--- config.mk ---
export PLATFORM = sky130hd
export DESIGN_NAME = onehot_to_index
export DESIGN_NICKNAME = d
export VERILOG_FILES = /design/src/rtl/onehot_to_index.sv
export SDC_FILE = /design/constraint.sdc
export NUM_CORES = 1
export LEC_CHECK = 0
export ABC_AREA = 1
export CAP_MARGIN = 20
export CORE_AREA = 2 2 39 41
export DETAILED_ROUTE_END_ITERATION = 10
export DIE_AREA = 0 0 41 43
export HOLD_SLACK_MARGIN = 0.1
export PLACE_DENSITY_LB_ADDON = 0.2
export SLEW_MARGIN = 20
export SYNTH_ARGS = -nofsm -noshare
export SYNTH_HDL_FRONTEND = slang
export SYNTH_SLANG_ARGS = --single-unit
export TNS_END_PERCENT = 50
--- constraint.sdc ---
create_clock -name clk -period 0.8 [get_ports clk]
set_input_delay 0.24 -clock clk [delete_from_list [all_inputs] [get_ports clk]]
set_output_delay 0.24 -clock clk [all_outputs]
set_load 0.005 [all_outputs]
--- src/rtl/onehot_to_index.sv ---
`default_nettype none
// ============================================================================
//  Module      : onehot_to_index
//  Description : Converts a one-hot vector into its binary index. Provides a
//                zero-latency combinational result plus a registered copy
//                (asynchronous active-high reset, load enable). Also flags
//                empty and multi-hot inputs.
//                Optional macro ONEHOT_TO_INDEX_PRIORITY_EN: when defined,
//                multi-hot inputs resolve to the lowest-numbered set bit;
//                when undefined, the index is the OR of all set bits'
//                mapped indices.
//  Revision    : 1.0 - initial release
// ============================================================================
module onehot_to_index #(
    parameter int NUM_SIGNALS = 4,
    parameter     DIRECTION   = "LSB0",
    parameter int INDEX_WIDTH = $clog2(NUM_SIGNALS)
) (
    input  logic                   clk,
    input  logic                   reset,
    input  logic [NUM_SIGNALS-1:0] one_hot,
    output logic [INDEX_WIDTH-1:0] index,
    output logic                   any_set,
    output logic                   multi_hot,
    input  logic                   reg_en,
    output logic [INDEX_WIDTH-1:0] index_q,
    output logic                   any_set_q,
    output logic                   multi_hot_q
);

    localparam bit c_MSB0 = (DIRECTION == "MSB0");

    // Mapped index of every input bit, already fitted to INDEX_WIDTH.
    logic [INDEX_WIDTH-1:0] w_map [NUM_SIGNALS];

    logic [INDEX_WIDTH-1:0] w_index;
    logic                   w_any_set;
    logic                   w_multi_hot;

    logic [INDEX_WIDTH-1:0] r_index;
    logic                   r_any_set;
    logic                   r_multi_hot;

    generate
        for (genvar i = 0; i < NUM_SIGNALS; i++) begin : g_map
            localparam int c_MAPPED = c_MSB0 ? (NUM_SIGNALS - 1 - i) : i;
            assign w_map[i] = INDEX_WIDTH'(c_MAPPED);
        end
    endgenerate

`ifdef ONEHOT_TO_INDEX_PRIORITY_EN
    // Priority encode: the lowest-numbered set bit supplies the index.
    always_comb begin
        logic found;
        w_index = '0;
        found   = 1'b0;
        for (int i = 0; i < NUM_SIGNALS; i++) begin
            if (one_hot[i] && !found) begin
                w_index = w_map[i];
                found   = 1'b1;
            end
        end
    end
`else
    // OR-reduction encode: every set bit ORs in its mapped index.
    always_comb begin
        w_index = '0;
        for (int i = 0; i < NUM_SIGNALS; i++) begin
            if (one_hot[i]) begin
                w_index = w_index | w_map[i];
            end
        end
    end
`endif

    // Empty / multi-hot detection: a second set bit after any earlier one.
    always_comb begin
        logic seen;
        seen        = 1'b0;
        w_multi_hot = 1'b0;
        for (int i = 0; i < NUM_SIGNALS; i++) begin
            if (one_hot[i]) begin
                if (seen) begin
                    w_multi_hot = 1'b1;
                end
                seen = 1'b1;
            end
        end
        w_any_set = |one_hot;
    end

    // Registered copy: async clear, load on enable, otherwise hold.
    always_ff @(posedge clk or posedge reset) begin
        if (reset) begin
            r_index     <= '0;
            r_any_set   <= 1'b0;
            r_multi_hot <= 1'b0;
        end else if (reg_en) begin
            r_index     <= w_index;
            r_any_set   <= w_any_set;
            r_multi_hot <= w_multi_hot;
        end
    end

    assign index       = w_index;
    assign any_set     = w_any_set;
    assign multi_hot   = w_multi_hot;
    assign index_q     = r_index;
    assign any_set_q   = r_any_set;
    assign multi_hot_q = r_multi_hot;

endmodule
`default_nettype wire

== After elaboration in Yosys (flattened, before gate mapping) ==
Index checks and enable logic that the tools add are counted.
Operators by class
  reductions and logical operators: 1
  multiplexer cells: 12
Operator list (number)
  $mux W1: 10
  $mux W2: 2
  $reduce_or A4 Y1: 1
Word-level totals
  input port bits: 7
  output and inout bits: 8
  register bits after elaboration: 4
  word-level logic and storage cells: 16

== Longest topological paths before layout ==
Gate-level depths: netlist of run 1.
  depth in word-level cells: 7
  depth in mapped cells: 4
  gate-level depth less buffers: 4

== Least setup slack after synthesis of run 1 ==
OpenSTA, ideal clock, no wires.
  path kind: input to output
  start point: in one_hot[3]
  end point: out multi_hot
  arrival time: 0.534 ns
  cell stages on the path: 4
  slack: 0.026 ns
  required time: 0.560 ns
  path buffers: 0
  cell sequence: nor2_2 nand2_1 nand2_1 inv_1
Between the ends
  cells in the longest elaborated chain, start to end: 1
Ends and longest elaborated chain
  start: declaration: RTL line 21  | input logic [NUM_SIGNALS-1:0] one_hot,
  $mux W1: RTL line 82  | if (one_hot[i]) begin
  end: declaration: RTL line 24  | output logic multi_hot,
No other way between the ends.

== Worst setup path after layout of run 1 ==
  start point: in one_hot[3]
  end point: out any_set
Between the ends
  cells in the longest elaborated chain, start to end: 1
Ends and longest elaborated chain
  $reduce_or A4 Y1: RTL line 89  | w_any_set = |one_hot;
  end: declaration: RTL line 23  | output logic any_set,
No other way between the ends.

==> metrics.cfg, run 1 <==
[pwr]
p_leak_nw=0.328
total_power_uw=726
peakVddDrop_mv=0.423
powerDensity_nw_per_um2=1220

[synth]
synth.cell_area_um2=198
syn_avg_cell_area_um2=7.06
syn_nets=35
yosysWarningCount=0
ys_seq_elements=4
synth_cell_type_count=8
ys_seq_area_frac=0.506
syn_inst=28

[sta]
slew_headroom=0.902
rsz0062_at_grt=true
setup-tns-final_ns=-1.76
drv_slew=0
min_period_ns=1.01
max_freq_mhz=993
fin_crit_sh=1.26
finalHoldViolations=0
setup_viol=11
fin_skew_ns=0
max_slew.worst_pin.slew_ns=0.146
fin_ws_ns=-0.207

[clock_network]
cts_tree=yes
clk_path_buf_depth=2
hold_buffers=0
clkSlewWorstSetupHoldPaths_ns=0.04
cts_sinks=4
worstSkewPairLatency_ns=0.23
numCtsBuffers=3
htreeDepth=1
root_buffer=clkbuf_4

[die]
initial_core_util=0.143
core_um2=1380
ios=15
die_w_um=41
dieArea_um2=1760
dieHeight_um=43
rows=14

[critical_path]
worst-path-buf-inv=3
path_max_fanout=3
startpoint_type=input port
worst_path_max_delay_cell=nor2_4
cp.required_ns=0.56
cp-end-kind=output port
crit_chain=buf_8 -> nor2_4 -> buf_4 -> nand2_2 -> buf_2
crit_type=input port to output port
crit_arrival_ns=0.77
crit_path_max_incr_delay_ns=0.13
path_delay_family=buffers and inverters

[grt]
use_met3=0
grt_remaining_overflow=0
grt_max_degree=6
track_usage=0.0955
antenna_found_initial=0
met2_usage=0.156
grt_pass1_wl_um=1110
grt_pass1_vias=316
busiest_layer=met2
met1_usage=0.0968

[final_layout]
n_antenna_cell=0
fill_cells=149
fin_util=0.429
layout-drive-gt1-share=0.704
multi_input_area_um2=110
nets=80
stdcell_count=87
area.growth.synth_to_final_pct=200
regArea_um2=100

[detailed_routing]
drtIter0Drc=0
vias=317
final_antenna_net_count=0
wirelength_um=697
drcViolationCount=0
wl_per_cell_um=8.01
drt-pass1-iter-count=1
via_per_inst=3.64

[placement]
io_buffers=14
place.gp.congestion=0.612
dp_cells=69
hpwl_um=423

[outcome]
status=finished with violations
failed_checks=negative setup slack

[run]
maxCapViolations=0

[min_path]
hp-class=input port to async pin

final timing paths:
kind                       cells after the start        start           to  slack [ns]
setup / recovery                               5   one_hot[3]      any_set       -0.21
hold / removal                                 2        reset  multi_hot_q        0.19
setup reg to reg                               5   index_q[1]   index_q[1]       -0.10
hold reg to reg                                3  multi_hot_q  multi_hot_q        0.56
max in group asynchronous                      2        reset   index_q[0]        0.46
min in group clk                               4       reg_en  multi_hot_q        0.35
cells in the mapped netlist:
| cell | count | area share |
|---|---|---|
| nand2_1 | 15 | 0.28 |
| nor2_2 | 1 | 0.032 |
| inv_1 | 4 | 0.076 |
| nand3_1 | 1 | 0.025 |
| o21ai_0 | 1 | 0.025 |
| or2_1 | 1 | 0.032 |
| nor2_1 | 1 | 0.019 |
| dfrtp_1 | 4 | 0.51 |
cells in the final DEF (no fill, tap or decap), types with 2 or more instances in the layout:
| master | n |
|---|---|
| nand2_2 | 4 |
| buf_2 | 8 |
| nand2_1 | 11 |
| inv_2 | 2 |
| buf_6 | 8 |
| nor2_4 | 2 |
| buf_4 | 21 |
| clkbuf_4 | 3 |
| inv_1 | 2 |
| dfrtp_1 | 4 |
state kept, by name (all words and copies together), names as in the netlist:
register     count
index_q          2
multi_hot_q      1
any_set_q        1
per-stage QoR:
step | hold WS [ns] | setup slack [ns] | instance area, um2
after detailed placement | 0.432 | -0.944 | 440
after CTS | 0.187 | -0.203 | 568
final | 0.190 | -0.207 | 593
after global routing | 0.223 | -0.247 | 593
after floorplan | 0.00608 | 0.0256 | 198
after global placement | 0.436 | -0.950 | 440
kinds of logic after synthesis:
logic type | after synthesis | share of synthesized area
compound gates | 1 | 0.0253
buf+inv | 4 | 0.0759
flops | 4 | 0.506
simple gates | 19 | 0.392
report_power, final:
| group | internal (mW) | switching (mW) |
|---|---|---|
| sequential | 0.222 | 0.00805 |
| clock | 0.167 | 0.0697 |
| combinational | 0.171 | 0.0882 |
| total | 0.560 | 0.166 |
per-layer routing:
metal | routed length, um | up-vias
met4 | 0 | 0
met2 | 406 | 12
met3 | 36 | 0
met5 | 0 | -
met1 | 254 | 135
li1 | - | 170
worst register-to-register path, cell delays in order (launching register included):
cell	delay, ns
dfrtp_1	0.36
buf_4	0.13
buf_6	0.10
buf_6	0.10
nand2_1	0.05
o21ai_1	0.05
final cells by class:
type,instances,area share
Tap cell,16,0.0338
Inverter,4,0.0253
Timing Repair Buffer,40,0.549
Sequential cell,4,0.169
Multi-Input combinational cell,20,0.186
Clock buffer,3,0.0380
repair_timing:
| item | CTS | global route |
|---|---|---|
| gates resized for setup | 67 | 4 |
| pin swaps | 9 | 7 |
| buffers inserted | 16 | 3 |
| endpoints found under the setup margin | 12 | 12 |
Power figures use the tool's default switching activity.
==> run 2: changes to the inputs <==
- CTS_BUF_LIST: not set -> sky130_fd_sc_hd__clkbuf_4
==> results of run 2 <==
No change in the layout: final DEF, timing and power equal those of run 1.
==> run 3: changes to the inputs <==
- SETUP_SLACK_MARGIN: not set -> 0.02
==> run 3 against run 2 <==
The flow still finishes with violations (negative setup slack); register-to-register slack about the same; final area decreased by 3.2%; hold slack got worse by 0.0014 ns; flip-flop and latch count unchanged; die area unchanged; routed wire length decreased by 5.3%; combinational power decreased by 4%; clock-buffer cell count unchanged; largest power group unchanged.
==> metrics.cfg, run 3 (synthesis gave the netlist of run 1 again) <==
[sta]
drv_slew=0
setup_viol=11
max_freq_mhz=972
max_slew.worst_pin.slew_ns=0.146
fin_skew_ns=0
rsz0062_at_grt=true
min_period_ns=1.03
finalHoldViolations=0
setup-tns-final_ns=-1.66
timing.hold.ws_ns=0.189
slew_headroom=0.903
fin_ws_ns=-0.229
fin_crit_sh=1.29

[clock_network]
root_buffer=clkbuf_4
cts_tree=yes
hold_buffers=0
numCtsBuffers=3
htreeDepth=1
cts_sinks=4
clk_path_buf_depth=2
clkSlewWorstSetupHoldPaths_ns=0.04
worstSkewPairLatency_ns=0.23

[pwr]
pwr-share-seq=0.321
combPwrFrac=0.346
p_leak_nw=0.317
p_sw_frac=0.230
power.switching_uw=165
total_power_uw=718
powerDensity_nw_per_um2=1250
clkPwrFrac=0.332
internal-power_uw=553
peakVddDrop_mv=0.418

[critical_path]
cp_common_cell=buf_6
cp-end-kind=output port
worst_path_max_delay_cell=nor2_4
path_max_fanout=3
crit_arrival_ns=0.79
r2r_cells=5
crit_path_max_incr_delay_ns=0.13
crit-reg2reg-capture=index_q[1]
crit_type=input port to output port
crit_chain=buf_8 -> nor2_4 -> buf_6 -> buf_6 -> inv_2 -> buf_2
endpoint=index[1]
timing.rr.start=index_q[1]
startpoint_type=input port
startpoint=one_hot[3]
cp.required_ns=0.56
rrSetupSlack_ns=-0.10

[final_layout]
largest_register_ffs=2
final_area_um2=574
n_antenna_cell=0
stdcell_count=84
area.growth.synth_to_final_pct=191
multi_input_area_um2=110
regArea_um2=100
nets=77
final_cell_mix=buf_4, nand2_1, buf_6
fin_util=0.415
fill_cells=146
final_common_cell=buf_4
layout-drive-gt1-share=0.691

[detailed_routing]
wirelength_um=660
drtIter0Drc=3
final_antenna_net_count=0
vias=302
drt-pass1-iter-count=2
via_per_inst=3.60
drcViolationCount=0
wl_per_cell_um=7.86

[grt]
grt_max_degree=6
grt_remaining_overflow=0
grt_pass1_wl_um=1110
track_usage=0.0955
antenna_found_initial=0
grt_pass1_vias=323

[outcome]
failed_checks=negative setup slack
status=finished with violations

[min_path]
hp-class=input port to async pin

[placement]
place.gp.congestion=0.612
placed_area_um2=440
dp_worst_setup_slack_ns=-0.944
io_buffers=14
dp_cells=69
hpwl_um=423

[die]
core_um2=1380
initial_core_util=0.143
ios=15
dieArea_um2=1760
rows=14
dieHeight_um=43
die_w_um=41

[run]
maxCapViolations=0

[run 3: cell types whose count changed in the layout (fill, tap and decap cells not counted), sizes merged]
cell  before  now
buf       38   35
[run 3: area by class of cell]
cell class	count	area share
Clock buffer	3	0.0392
Sequential cell	4	0.174
Inverter	4	0.0261
Multi-Input combinational cell	20	0.192
Timing Repair Buffer	37	0.534
Tap cell	16	0.0349
[run 3: worst min-delay path by stage]
stage / to / depth (start not counted)
floorplan: any_set_q / 1
global placement: multi_hot_q / 2
detailed placement: multi_hot_q / 2
CTS: multi_hot_q / 2
global route: multi_hot_q / 2
finish: multi_hot_q / 2
[run 3: power by group through the flow]
| stage | Sequential (mW) | Combinational [mW] | Clock [mW] |
|---|---|---|---|
| after floorplan | 0.236 | 0.0415 | 0 |
| after global placement | 0.234 | 0.195 | 0 |
| after detailed placement | 0.235 | 0.193 | 0 |
| after CTS | 0.231 | 0.248 | 0.250 |
| after global routing | 0.232 | 0.278 | 0.258 |
| final | 0.230 | 0.249 | 0.239 |
[run 3: worst max-delay path: cells and delay by family]
kind	cells	cell delay [ns]
buf+inv	5	0.42
simple gates	1	0.13
[run 3: timing repair]
| action | CTS | global route |
|---|---|---|
| endpoints found under the hold margin | 0 | 0 |
| gates resized for setup | 68 | 6 |
| pin swaps | 9 | 7 |
| setup buffers | 16 | 4 |
| setup endpoints to repair | 12 | 12 |
[run 3: routing by layer]
layer	up-vias	global-route usage	wire, um
li1	164	-	-
met3	0	0	50
met1	126	0.0935	240
met5	-	0	0
met2	12	0.159	369
met4	0	0.100	0
